### config.mk
export PLATFORM = sky130hd
export DESIGN_NAME = avmm_reg_file
export DESIGN_NICKNAME = d
export VERILOG_FILES = /design/src/rtl/avmm_reg_file.sv
export SDC_FILE = /design/constraint.sdc
export NUM_CORES = 1
export LEC_CHECK = 0
export CORE_AREA = 2 2 147 149
export CTS_CLUSTER_DIAMETER = 100
export DETAILED_ROUTE_END_ITERATION = 10
export DIE_AREA = 0 0 149 151
export PLACE_DENSITY = 0.83
export SLEW_MARGIN = 20
export SYNTH_ARGS = -nofsm -noshare
export SYNTH_HDL_FRONTEND = slang
export SYNTH_SLANG_ARGS = --single-unit
export TNS_END_PERCENT = 100
### constraint.sdc
create_clock -name clk -period 4.21 [get_ports clk]
set_input_delay 0.6315 -clock clk [delete_from_list [all_inputs] [get_ports clk]]
set_output_delay 0.6315 -clock clk [all_outputs]
set_load 0.005 [all_outputs]
### src/rtl/avmm_reg_file.sv
// Avalon-MM slave register file: byte-writable RW regs, sampled RO words, sticky W1C STATUS with MASK/irq.
// Define AVMM_REG_FILE_RDPIPE_EN to add an output stage on readdata/readdatavalid (read latency 2).
module avmm_reg_file #(
  parameter int          NUM_RW       = 4,
  parameter int          NUM_RO       = 4,
  parameter int          NUM_EV       = 8,
  parameter logic [31:0] UNMAPPED_VAL = 32'hDEADBEEF
) (
  input  logic                                   clk,
  input  logic                                   rst,
  input  logic [31:0]                            address,
  input  logic                                   read,
  input  logic                                   write,
  input  logic [31:0]                            writedata,
  input  logic [3:0]                             byteenable,
  output logic [31:0]                            readdata,
  output logic                                   waitrequest,
  output logic                                   readdatavalid,
  input  logic [32*(NUM_RO > 0 ? NUM_RO : 1)-1:0] ro_in,
  input  logic [NUM_EV-1:0]                      ev_in,
  output logic [32*NUM_RW-1:0]                   rw_out,
  output logic [NUM_RW-1:0]                      wr_strobe,
  output logic                                   irq
);

  localparam int ST_IDX = NUM_RW + NUM_RO;
  localparam int MK_IDX = ST_IDX + 1;

  logic [29:0]                  widx;
  logic [31:0]                  bmask, wmask;
  logic [NUM_RW-1:0][31:0]      rw_q, rw_d;
  logic [NUM_RW-1:0]            strb_q, strb_d;
  logic [NUM_EV-1:0]            status_q, status_d, mask_q, mask_d, clr;
  logic                         irq_q;
  logic [31:0]                  rdata_d, rdata_q;
  logic                         rvld_q;
  logic                         unused_ok;

  assign widx      = address[31:2];
  assign unused_ok = ^address[1:0];
  assign bmask     = {{8{byteenable[3]}}, {8{byteenable[2]}}, {8{byteenable[1]}}, {8{byteenable[0]}}};
  assign wmask     = writedata & bmask;

  // Read mux samples pre-write state so a same-cycle read+write returns the old value.
  always_comb begin
    rw_d    = rw_q;
    strb_d  = '0;
    mask_d  = mask_q;
    clr     = '0;
    rdata_d = UNMAPPED_VAL;
    for (int k = 0; k < NUM_RW; k++) begin
      if (widx == 30'(k)) begin
        rdata_d = rw_q[k];
        if (write) begin
          rw_d[k]   = (rw_q[k] & ~bmask) | wmask;
          strb_d[k] = |byteenable;
        end
      end
    end
    for (int k = 0; k < NUM_RO; k++) begin
      if (widx == 30'(NUM_RW + k)) rdata_d = ro_in[32*k +: 32];
    end
    if (widx == 30'(ST_IDX)) begin
      rdata_d = 32'(status_q);
      if (write) clr = wmask[NUM_EV-1:0];
    end
    if (widx == 30'(MK_IDX)) begin
      rdata_d = 32'(mask_q);
      if (write) mask_d = (mask_q & ~bmask[NUM_EV-1:0]) | wmask[NUM_EV-1:0];
    end
    status_d = (status_q & ~clr) | ev_in;
  end

  always_ff @(posedge clk) begin
    if (rst) begin
      rw_q     <= '0;
      strb_q   <= '0;
      status_q <= '0;
      mask_q   <= '0;
      irq_q    <= 1'b0;
      rdata_q  <= '0;
      rvld_q   <= 1'b0;
    end else begin
      rw_q     <= rw_d;
      strb_q   <= strb_d;
      status_q <= status_d;
      mask_q   <= mask_d;
      irq_q    <= |(status_d & mask_d);
      rvld_q   <= read;
      if (read) rdata_q <= rdata_d;
    end
  end

`ifdef AVMM_REG_FILE_RDPIPE_EN
  logic [31:0] rdata2_q;
  logic        rvld2_q;

  always_ff @(posedge clk) begin
    if (rst) begin
      rdata2_q <= '0;
      rvld2_q  <= 1'b0;
    end else begin
      rvld2_q <= rvld_q;
      if (rvld_q) rdata2_q <= rdata_q;
    end
  end

  assign readdata      = rdata2_q;
  assign readdatavalid = rvld2_q;
`else
  assign readdata      = rdata_q;
  assign readdatavalid = rvld_q;
`endif

  assign waitrequest = 1'b0;
  assign rw_out      = rw_q;
  assign wr_strobe   = strb_q;
  assign irq         = irq_q;

endmodule

# Word-level counts from Yosys, hierarchy flattened
# Index checks and enable logic that the tools add are counted.
[op_classes]
reduce_logical = 11
eq_ne = 9
n_bitwise = 21
n_mux = 15
[op_table]
columns = ["op", "count"]
rows = [
  ["$mux 32", 10],
  ["$and 32x32->32", 5],
  ["$or 32x32->32", 4],
  ["$eq 30x3->1 const B", 4],
  ["$eq 30x2->1 const B", 2],
  ["$eq 30x4->1 const B", 2],
  ["$mux 8", 4],
  ["$not 32->32", 1],
  ["$eq 30x1->1 const B", 1],
  ["$logic_not 30->1", 1],
  ["$and 8x8->8", 3],
  ["$not 8->8", 2],
  ["$or 8x8->8", 2],
  ["$reduce_and 2->1", 4],
  ["$reduce_or 2->1", 4],
  ["$reduce_or 8->1", 1],
  ["$not 1->1", 4],
  ["$reduce_or 4->1", 1],
  ["$mux 1", 1],
]
[totals]
inputBits = 208
register_bits = 182
output_inout_bits = 167
word_cells = 69

# Longest topological paths before layout
# Gate-level depths: netlist of the first run.
[logic_depth]
depth_word = 11
mapped_depth = 9
ltp_nobuf = 6

# Worst setup path after synthesis of the first run
# Ideal clock, no wire load.
[synth_path]
path_type = "input port to flip-flop"
from = "in address[15]"
to = "reg irq_q (netlist: irq)"
path_stages = 8
setup_ns = 0.125
required_ns = 4.085
arrival_time_ns = 2.843
setup_slack_ns = 1.242
n_path_buf = 2
cell_sequence = "or4_4 or3_1 clkbuf_2 or4_1 buf_6 o22ai_2 o22ai_1 o41a_1"
[synth_via]
elab_chain_cells = 7
word_cells_on_any_way = 9
cone_classes = "2 x eq/ne; 2 x mux; 4 x bitwise; 1 x reduce/logical"
[synth_rtl]
columns = ["element", "line_no", "source"]
rows = [
  ["start: declaration", "11", "input logic [31:0] address,"],
  ["$eq 30x4->1", "63", "if (widx == 30'(ST_IDX)) begin"],
  ["$mux 8", "63", ""],
  ["$not 8->8", "71", "status_d = (status_q & ~clr) | ev_in;"],
  ["$and 8x8->8", "71", ""],
  ["$or 8x8->8", "71", ""],
  ["$and 8x8->8 (*)", "88", "irq_q <= |(status_d & mask_d);"],
  ["$reduce_or 8->1 (*)", "88", ""],
  ["end signal: assignment", "88", ""],
  ["end: declaration", "34", "logic irq_q;"],
]
# Every way passes the cells marked *; elsewhere a longest branch is shown, timed or not.
# A chain may end at the register's enable or synchronous reset.

==> impl_metrics.tcl, run 1 <==
set metrics [dict create \
    track_usage_pct 30.71 \
    grt_start_max_net_pins 99 \
    fin_nets 1524 \
    holdCritStartpoint "readdata[1]$_SDFFE_PP0P_" \
    end_kind "flop" \
    edff_count_synth 0 \
    clockPowerShare_pct 43.3 \
    io-pin-count 375 \
    final.min_clock_period_ps 3302 \
    final-hold-violation-count 0 \
    worst-setup-path-type "input pin to flop" \
    combinational_power_share_pct 11.8 \
    effective_utilization_at_floorplan_pct 43.85 \
    postRouteWirelength_um 35730 \
    timing.max_cap.violations 0 \
    cp-start-kind "input pin" \
    cts_root_buffer "sky130_fd_sc_hd__clkbuf_16" \
    rsz0062_at_grt "no" \
    chipHeight_um 151 \
    min_delay_path_depth 2 \
    wire_per_inst_um 22.24 \
    route.detailed.vias_per_inst 5.706 \
    switching_power_share_of_the_total_pct 26.28 \
    crit_chain "clkdlybuf4s50_1 > nor4_1 > nand4_1 > buf_4 > nor2_1 > buf_4 > nand4_1 > mux2i_1 > nor2_1" \
    slowest_cp_cell "sky130_fd_sc_hd__nand4_1" \
    min-delay-path-class "flop to flop" \
    worst_setup_hold_path_clk_slew_ps 80 \
    power_switching_mw 1.026 \
    post-cts-setup-buffers 0 \
    power.density_cell_area_mw_per_mm2 285.6 \
    yosys_warning_count 0 \
    cts_tree "done" \
    cp-startpoint "address[18]" \
    cts-buffers-inserted 17 \
    outcome "completed" \
    postSynthCellCount 979 \
    synthFlopType "sky130_fd_sc_hd__dfxtp_1" \
    antenna_violating_nets_post_route 0 \
    yosys.area.top_type "sky130_fd_sc_hd__dfxtp_1" \
    finalSetupViolations 0 \
    ctsHoldBuffers 0 \
    syn_area_mm2 0.009131 \
    detail_route.first_pass.iterations 5 \
    layout-drive-gt1-share_pct 9.556 \
    fin_ws_ps 907.8 \
    final.setup_skew_ps 16.81 \
    synthTopCellsByCount "sky130_fd_sc_hd__nor2_1 (189), sky130_fd_sc_hd__dfxtp_1 (182), sky130_fd_sc_hd__mux2i_1 (141)" \
    finalCoreUtilization_pct 65.67 \
    peakVddDrop_v 0.0002569 \
    postSynth.asyncResetShare_pct 0 \
    drt_drc_violations_left 0 \
    routed-via-count 9170 \
    synth_top_area_share_pct 39.90 \
    fp-row-count 53 \
    report.final.slew_viol_count 0 \
    clock_sinks 182 \
    critical-path-top-delay-family "simple AND/OR/NAND/NOR gates" \
    dpl_worst_slack_ps 456.2 \
    grt_first_pass_wirelength_um 52680 \
    timing.critical_path.required_ps 4490 \
    number_of_buffer_and_inverter_stages_on_the_critical_path 3 \
    dpl.hpwl_um 26720 \
    ff2ff_path_depth 4 \
    period_share_pct 78.44 \
    clock_insertion_delay_worst_skew_ps 430 \
    relative_contribution_of_sequential_cells_to_total_power_pct 44.9 \
    slowest_delay_ps 550 \
    flow.area_growth_from_synthesis_pct 49.74 \
    worstPathArrival_ps 3580 \
    globalRoute.totalOverflow 0 \
    cts_resized 0 \
    yosys_register_bits 182 \
    number_of_distinct_standard_cells_referenced_by_the_synthesized_netlist 55 \
    sum_of_negative_setup_slack_ps 0 \
    first_global_vias 8840 \
    total_internal_power_mw 2.879 \
    timing.max_slew.rel_slack_pct 27.23 \
    core_area_mm2 0.02082 \
    cp_max_fo 20 \
    ys_seq_area_share_pct 39.90 \
    fp.dieArea_mm2 0.02250 \
    fp.dieW_um 149 \
    grt_antenna_before_repair 2 \
    cellLeakagePower_nw 5.000 \
    synth_most_common_cell "sky130_fd_sc_hd__nor2_1" \
    finalWeightedCongestion 0.9169 \
    worst_slew_pin_slew_ps 1092 \
    portBuffers 371 \
    clock_tree.htree_level_count 4 \
    clock_path_buffers 2 \
    cp_num_cells 9 \
    top_achievable_clock_speed_ghz 0.3028 \
    synthTopCellsByArea "sky130_fd_sc_hd__dfxtp_1 (40%), sky130_fd_sc_hd__mux2i_1 (15%), sky130_fd_sc_hd__mux4_2 (8.4%), sky130_fd_sc_hd__nor2_1 (7.8%), sky130_fd_sc_hd__nand2_1 (2.8%)" \
    drt_first_iter_violations 596 \
    synth.net_count 1187 \
    avgSynthCellArea_um2 9.327 \
]
[path summary, 6_finish.rpt]
check / end / slack, ps
worst max-delay path: flop / 910
worst min-delay path: readdata[1]$_SDFFE_PP0P_ / 460
worst max register to register: readdata[5]$_SDFFE_PP0P_ / 2600
worst min register to register: readdata[1]$_SDFFE_PP0P_ / 460
[routing by layer]
metal	GRT usage [%]	part of all wire, %
met5	0	0
met3	7.681	8.5
met2	49.65	47
met4	11.10	3.0
met1	39.99	41
[through the flow]
stage,hold WS (ps),area [µm²],instances,power (mW)
final,459.7,13670,1607,3.905
after floorplan,449.5,9131,979,1.952
after detailed placement,452.8,13030,1572,2.248
after CTS,464.8,13660,1604,3.917
after global placement,438.0,13030,1572,2.242
after global routing,484.5,13670,1606,4.024
[cells by family (layout without fill, tap and decap cells)]
group	Yosys count	after routing	share of synthesized area, %
compound gates	150	150	10.84
flops	182	182	39.90
other cells	1	4	0.04107
mux	192	192	25.94
simple gates	374	374	19.48
buf+inv	80	430	3.795
[cell type report]
type | count | area, µm²
Fill cell | 1684 | 7149
Clock buffer | 17 | 425.4
Multi-Input combinational cell | 717 | 5147
Sequential cell | 182 | 3643
Timing Repair Buffer | 395 | 3886
Inverter | 3 | 11.26
Antenna cell | 3 | 7.507
Tap cell | 275 | 344.1
Clock inverter | 15 | 207.7
[worst min-delay path, delay by kind of cell, from the launching register on]
family / cells / cell delay [ps]
flops: 1 / 320
compound gates: 1 / 50
simple gates: 1 / 50
[placed cells by master, fill, tap and decap left out, drive strengths merged, types with 10 or more instances in the layout]
cell type      Yosys  final
and4              10     10
nand4             10     10
nor3              29     29
a31oi             17     17
a21o              16     16
mux2              17     17
nor2             189    189
o21ai             38     38
dfxtp            182    182
nor4              22     22
clkdlybuf4s50      0    368
mux2i            141    141
mux4              34     34
a21oi             25     25
buf               23     27
clkbuf            54     17
o22ai             20     20
nand2             67     67
[power groups by stage]
stage / Combinational, mW / Sequential (mW) / Clock, mW
after floorplan: 0.158 / 1.79 / 0
after global placement: 0.449 / 1.79 / 0
after global routing: 0.487 / 1.76 / 1.78
after CTS: 0.456 / 1.75 / 1.71
after detailed placement: 0.454 / 1.79 / 0
final: 0.459 / 1.75 / 1.69
Power figures use the tool's default switching activity.
==> run 2, diff against run 1 <==
--- a/config.mk
+++ b/config.mk
@@ -5,11 +5,10 @@
 export SDC_FILE = /design/constraint.sdc
 export NUM_CORES = 1
 export LEC_CHECK = 0
-export CORE_AREA = 2 2 147 149
+export CORE_UTILIZATION = 39
 export CTS_CLUSTER_DIAMETER = 100
 export DETAILED_ROUTE_END_ITERATION = 10
-export DIE_AREA = 0 0 149 151
-export PLACE_DENSITY = 0.83
+export PLACE_DENSITY = 0.79
 export SLEW_MARGIN = 20
 export SYNTH_ARGS = -nofsm -noshare
 export SYNTH_HDL_FRONTEND = slang
==> constraint.sdc (replaced) <==
create_clock -name clk -period 2.7 [get_ports clk]
set_input_delay 0.405 -clock clk [delete_from_list [all_inputs] [get_ports clk]]
set_output_delay 0.405 -clock clk [all_outputs]
set_load 0.005 [all_outputs]
==> impl_metrics.tcl, run 2 (synthesized netlist as in run 1, its figures left out) <==
set metrics [dict create \
    flow.area_growth_from_synthesis_pct 60.50 \
    worst_slew_pin_slew_ps 1025 \
    drt_first_iter_violations 670 \
    finalWeightedCongestion 0.8765 \
    detail_route.first_pass.iterations 7 \
    final.min_clock_period_ps 2702 \
    cts_tree "done" \
    holdCritStartpoint "address[2]" \
    grt_util_met3_pct 7.883 \
    cellLeakagePower_nw 5.513 \
    ff2ff_path_depth 4 \
    io-pin-count 375 \
    timing.critical_path.required_ps 3020 \
    postRouteWirelength_um 36960 \
    first_global_vias 9476 \
    hold_ws_ps 434.0 \
    fin_ws_ps -1.664 \
    timing.max_slew.rel_slack_pct 31.64 \
    clock_path_buffers 2 \
    ff2ff_setup_slack_ps 1080 \
    mostFrequentLayoutCells "sky130_fd_sc_hd__clkdlybuf4s50_1 (361), sky130_fd_sc_hd__nor2_1 (189), sky130_fd_sc_hd__dfxtp_1 (182)" \
    min_delay_path_depth 3 \
    final.setup_skew_ps 22.96 \
    routed-via-count 9586 \
    fp-row-count 55 \
    power.density_cell_area_mw_per_mm2 415.7 \
    timing.rr.end "readdata[6]$_SDFFE_PP0P_" \
    worstPathArrival_ps 3020 \
    period_share_pct 100.1 \
    layout-drive-gt1-share_pct 14.97 \
    wire_per_inst_um 21.45 \
    cts_root_buffer "sky130_fd_sc_hd__clkbuf_16" \
    drt_drc_violations_left 0 \
    min-delay-path-class "input pin to flop" \
    finalSetupViolations 1 \
    final-hold-violation-count 0 \
    fp.dieW_um 155.0 \
    worst-setup-path-type "input pin to flop" \
    top_achievable_clock_speed_ghz 0.3701 \
    globalRouteMet2Util_pct 49.68 \
    sum_of_negative_setup_slack_ps -1.664 \
    placed_area_mm2 0.01385 \
    cp-start-kind "input pin" \
    timing.max_cap.violations 0 \
    dpl_worst_slack_ps -476.2 \
    core_area_mm2 0.02278 \
    antenna_violating_nets_post_route 0 \
    clock_tree.htree_level_count 4 \
    portBuffers 371 \
    report.final.slew_viol_count 0 \
    failed_checks "setup timing" \
    clock_insertion_delay_worst_skew_ps 440 \
    min_delay_worst_endpoint "wr_strobe[0]$_SDFF_PP0_" \
    postLayoutCellArea_mm2 0.01466 \
    fp.dieArea_mm2 0.02403 \
    grt_use_met1_pct 37.19 \
    clock_sinks 182 \
    outcome "complete, but fails checks" \
    worst_setup_hold_path_clk_slew_ps 70 \
    peakVddDrop_v 0.0003606 \
    globalRoute.totalOverflow 0 \
    fin_nets 1598 \
    grt_first_pass_wirelength_um 54680 \
    track_usage_pct 29.95 \
    chipHeight_um 155.0 \
    end_kind "flop" \
    cp_max_fo 4 \
    mostFrequentLayoutCell "sky130_fd_sc_hd__clkdlybuf4s50_1" \
    cts-buffers-inserted 17 \
    grt_start_max_net_pins 95 \
    grt_antenna_before_repair 10 \
    effective_utilization_at_floorplan_pct 40.09 \
    dpl.hpwl_um 27830 \
    route.detailed.vias_per_inst 5.564 \
    cp-startpoint "address[15]" \
    gr-max-usage-layer "met2" \
]
run 2: cell count changes in the layout (fill, tap and decap cells not counted), moves of 4 or more:
cell | before | now
sky130_fd_sc_hd__buf_12 | 0 | 19
sky130_fd_sc_hd__buf_4 | 27 | 80
sky130_fd_sc_hd__clkdlybuf4s50_1 | 368 | 361
sky130_fd_sc_hd__diode_2 | 3 | 7
sky130_fd_sc_hd__dlymetal6s2s_1 | 0 | 6
sky130_fd_sc_hd__o22ai_1 | 16 | 8
sky130_fd_sc_hd__o22ai_4 | 0 | 7
run 2: area by class of cell:
class	count	area, µm²
Fill cell	1845	8123
Multi-Input combinational cell	717	5260
Timing Repair Buffer	469	4705
Sequential cell	182	3643
Clock buffer	17	425.4
Tap cell	313	391.6
Clock inverter	15	201.4
Antenna cell	7	17.52
Inverter	3	11.26
run 2: how the worst max path moves through the flow:
stage | end | slack, ps | cells past startpoint
global placement | irq$_SDFF_PP0_ | -460 | 8
detailed placement | irq$_SDFF_PP0_ | -480 | 8
global route | irq$_SDFF_PP0_ | -70 | 8
CTS | irq$_SDFF_PP0_ | 10 | 8
floorplan | irq$_SDFF_PP0_ | -40 | 8
finish | irq$_SDFF_PP0_ | -2 | 8
run 2: power by group:
| group | internal [mW] | switching, mW |
|---|---|---|
| registers | 2.72 | 0.0239 |
| logic | 0.447 | 0.316 |
| clock network | 1.27 | 1.32 |
| total | 4.44 | 1.66 |
run 2: per-layer routing:
| layer | part of all wire [%] | vias up | routed length (µm) |
|---|---|---|---|
| met5 | 0.13 | - | 48 |
| met1 | 41 | 4616 | 15010 |
| met4 | 3.1 | 6 | 1134 |
| met3 | 8.7 | 81 | 3212 |
| met2 | 47 | 474 | 17550 |
| li1 | - | 4409 | - |
run 2: through the flow:
stage                     power (mW)  utilization (%)  std cells
after global placement         3.532            60.80       1681
after global routing           6.303            64.34       1723
final                          6.092            64.34       1723
after floorplan                3.043                -        979
after CTS                      6.100            63.61       1713
after detailed placement       3.537            60.80       1681
run 2: repair_timing:
action / CTS / global route
hold buffers: 0 / 0
cloned: 0 / 1
endpoints found under the setup margin: 1 / 22
setup buffers: 0 / 2
pin swaps: 0 / 13
gates resized for setup: 4 / 25
run 2: critical path: stages:
cell and delay, ps:
sky130_fd_sc_hd__clkdlybuf4s50_1 420, sky130_fd_sc_hd__or4_4 430, sky130_fd_sc_hd__or3_4 390, sky130_fd_sc_hd__or4_4 560, sky130_fd_sc_hd__buf_6 170, sky130_fd_sc_hd__o22ai_4 120
sky130_fd_sc_hd__o22ai_2 110, sky130_fd_sc_hd__o41a_1 420
==> run 3, diff against run 2 <==
--- a/config.mk
+++ b/config.mk
@@ -5,8 +5,8 @@
 export SDC_FILE = /design/constraint.sdc
 export NUM_CORES = 1
 export LEC_CHECK = 0
-export CORE_UTILIZATION = 39
-export CTS_CLUSTER_DIAMETER = 100
+export ABC_AREA = 1
+export CORE_UTILIZATION = 40
 export DETAILED_ROUTE_END_ITERATION = 10
 export PLACE_DENSITY = 0.79
 export SLEW_MARGIN = 20
==> impl_metrics.tcl, run 3 <==
set metrics [dict create \
    outcome "completed" \
    edff_count_synth 0 \
    flow.area_growth_from_synthesis_pct 50.63 \
    worst_setup_hold_path_clk_slew_ps 90 \
    grt_util_met3_pct 8.315 \
    post-cts-setup-buffers 0 \
    fin_ws_ps 442.5 \
    worstPathArrival_ps 2570 \
    first_global_vias 10330 \
    syn_area_mm2 0.009648 \
    final.setup_skew_ps 12.91 \
    power.total_mw 5.930 \
    route.detailed.vias_per_inst 5.119 \
    final.min_clock_period_ps 2258 \
    top_achievable_clock_speed_ghz 0.4430 \
    timing.max_slew.rel_slack_pct 57.48 \
    dp.cells 2116 \
    cts-buffers-inserted 17 \
    layout-drive-gt1-share_pct 10.72 \
    yosys_warning_count 0 \
    clock_sinks 182 \
    portBuffers 371 \
    critical-path-top-delay-family "simple AND/OR/NAND/NOR gates" \
    avgSynthCellArea_um2 6.747 \
    slowest_cp_cell "sky130_fd_sc_hd__clkdlybuf4s50_1" \
    effective_utilization_at_floorplan_pct 40.98 \
    wire_per_inst_um 18.16 \
    cp_max_fo 22 \
    report.final.slew_viol_count 0 \
    drt_drc_violations_left 0 \
    core_area_mm2 0.02354 \
    synth.net_count 1638 \
    synth_top_area_share_pct 37.76 \
    ys_seq_area_share_pct 37.76 \
    globalRouteMet2Util_pct 53.22 \
    grt_start_max_net_pins 68 \
    grt_first_pass_wirelength_um 57880 \
    finish.cell_count_without_fillers 2150 \
    slowest_delay_ps 430 \
    final-hold-violation-count 0 \
    fin_nets 2024 \
    synthTopCellsByArea "sky130_fd_sc_hd__dfxtp_1 (38%), sky130_fd_sc_hd__nand2_1 (12%), sky130_fd_sc_hd__a21oi_1 (9.3%), sky130_fd_sc_hd__inv_1 (6.9%), sky130_fd_sc_hd__o21ai_0 (5.4%)" \
    number_of_buffer_and_inverter_stages_on_the_critical_path 5 \
    cts_root_buffer "sky130_fd_sc_hd__clkbuf_16" \
    cts_tree "done" \
    period_share_pct 83.61 \
    timing.max_cap.violations 0 \
    clock_insertion_delay_worst_skew_ps 440 \
    clock_path_buffers 2 \
    yosys.area.top_type "sky130_fd_sc_hd__dfxtp_1" \
    yosys_register_bits 182 \
    globalRoute.totalOverflow 0 \
    sum_of_negative_setup_slack_ps 0 \
    finalWeightedCongestion 0.9575 \
    io-pin-count 375 \
    grt_antenna_before_repair 2 \
    cts_resized 0 \
    postSynth.asyncResetShare_pct 0 \
    synthFlopType "sky130_fd_sc_hd__dfxtp_1" \
    number_of_distinct_standard_cells_referenced_by_the_synthesized_netlist 41 \
    synthTopCellsByCount "sky130_fd_sc_hd__nand2_1 (311), sky130_fd_sc_hd__dfxtp_1 (182), sky130_fd_sc_hd__a21oi_1 (179)" \
    routed-via-count 11010 \
    dpl.hpwl_um 30030 \
    end_kind "flop" \
    gr-max-usage-layer "met2" \
    drt_first_iter_violations 761 \
    timing.critical_path.required_ps 3010 \
    finalSetupViolations 0 \
    detail_route.first_pass.iterations 6 \
    worst-setup-path-type "input pin to flop" \
    fp-row-count 56 \
    cellLeakagePower_nw 5.550 \
    postRouteWirelength_um 39050 \
    power.density_cell_area_mw_per_mm2 408.0 \
    synth_most_common_cell "sky130_fd_sc_hd__nand2_1" \
    layout.filler_cells 2151 \
    fp.dieW_um 157.3 \
    crit_chain "clkdlybuf4s50_1 > inv_1 > nand2_1 > nor2_2 > nand2_2 > nor2_4 > buf_12 > nand2_4 > nor2_4 > buf_12 > buf_4 > a21oi_1 > nand3b_1 > nand2_1 > nand3_1 > a21oi_1" \
    chipHeight_um 157.3 \
    track_usage_pct 31.21 \
    worst_slew_pin_slew_ps 637.8 \
    dpl_worst_slack_ps -2.516 \
    peakVddDrop_v 0.0003763 \
    cp-start-kind "input pin" \
    rsz0062_at_grt "no" \
    ctsHoldBuffers 0 \
    antenna_violating_nets_post_route 0 \
    placed_area_mm2 0.01391 \
    clock_tree.htree_level_count 4 \
    postSynthCellCount 1430 \
    min-delay-path-class "input pin to flop" \
    postLayoutCellArea_mm2 0.01453 \
    fp.dieArea_mm2 0.02474 \
    mostFrequentLayoutCells "sky130_fd_sc_hd__clkdlybuf4s50_1 (370), sky130_fd_sc_hd__nand2_1 (311), sky130_fd_sc_hd__dfxtp_1 (182)" \
    mostFrequentLayoutCell "sky130_fd_sc_hd__clkdlybuf4s50_1" \
    grt_use_met1_pct 36.05 \
]
-- run 3: changes by cell type after synthesis, sizes merged, moves of 25 or more --
cell / change
a21oi: +158
clkbuf: -25
inv: +195
mux2i: -141
mux4: -34
nand2: +262
nand3: +69
nor2: -25
o21ai: +83
or2: +26
-- run 3: logic make-up after synthesis --
group,synth area share (%)
compound gates,18.49
buf+inv,12.79
flops,37.76
other cells,0.03887
simple gates,30.92
-- run 3: routing by layer --
layer | share of wire (%) | wire length, µm | vias to the layer above
met5 | 0 | 0 | -
met4 | 4.2 | 1644 | 0
met3 | 10 | 3909 | 78
met2 | 47 | 18510 | 562
met1 | 38 | 14990 | 5003
li1 | - | - | 5363
-- run 3: final timing paths --
kind | startpoint | endpoint | slack [ps] | depth (start not counted)
setup / recovery | address[25] | readdata[12]$_SDFFE_PP0P_ | 440 | 16
hold / removal | rst | flop | 440 | 2
setup reg to reg | flop | readdata[2]$_SDFFE_PP0P_ | 1280 | 9
hold reg to reg | readdata[0]$_SDFFE_PP0P_ | readdata[0]$_SDFFE_PP0P_ | 470 | 2
-- run 3: worst reg2reg max path: cells and delay by family (launching register included) --
| kind | cells | cell delay, ps |
|---|---|---|
| AO/OA/AOI/OAI | 2 | 190 |
| AND/OR/NAND/NOR | 7 | 800 |
| flip-flops | 1 | 370 |
-- run 3: where the power goes --
group / switching, mW / leakage [nW] / total, mW / internal [mW]
clock network: 1.31 / 0.299 / 2.58 / 1.28
logic: 0.254 / 3.78 / 0.618 / 0.364
registers: 0.0159 / 1.48 / 2.73 / 2.71
-- run 3: final cells by class --
type	count	area, µm²	share of cell area [%]
timing repair buffer	435	4342	29.88
clock buffer	17	425.4	2.927
antenna	2	5.005	0.03444
sequential	182	3643	25.07
multi-input combinational	979	4771	32.83
tap	319	399.1	2.746
clock inverter	15	191.4	1.317
inverter	201	755.7	5.200
-- run 3: stage by stage --
stage | hold slack (ps) | util (%)
2_1_floorplan | 453.4 | -
3_3_place_gp | 447.2 | 59.09
3_5_place_dp | 457.7 | 59.09
4_1_cts | 425.3 | 61.71
5_1_grt | 443.8 | 61.73
6_report | 435.3 | 61.73
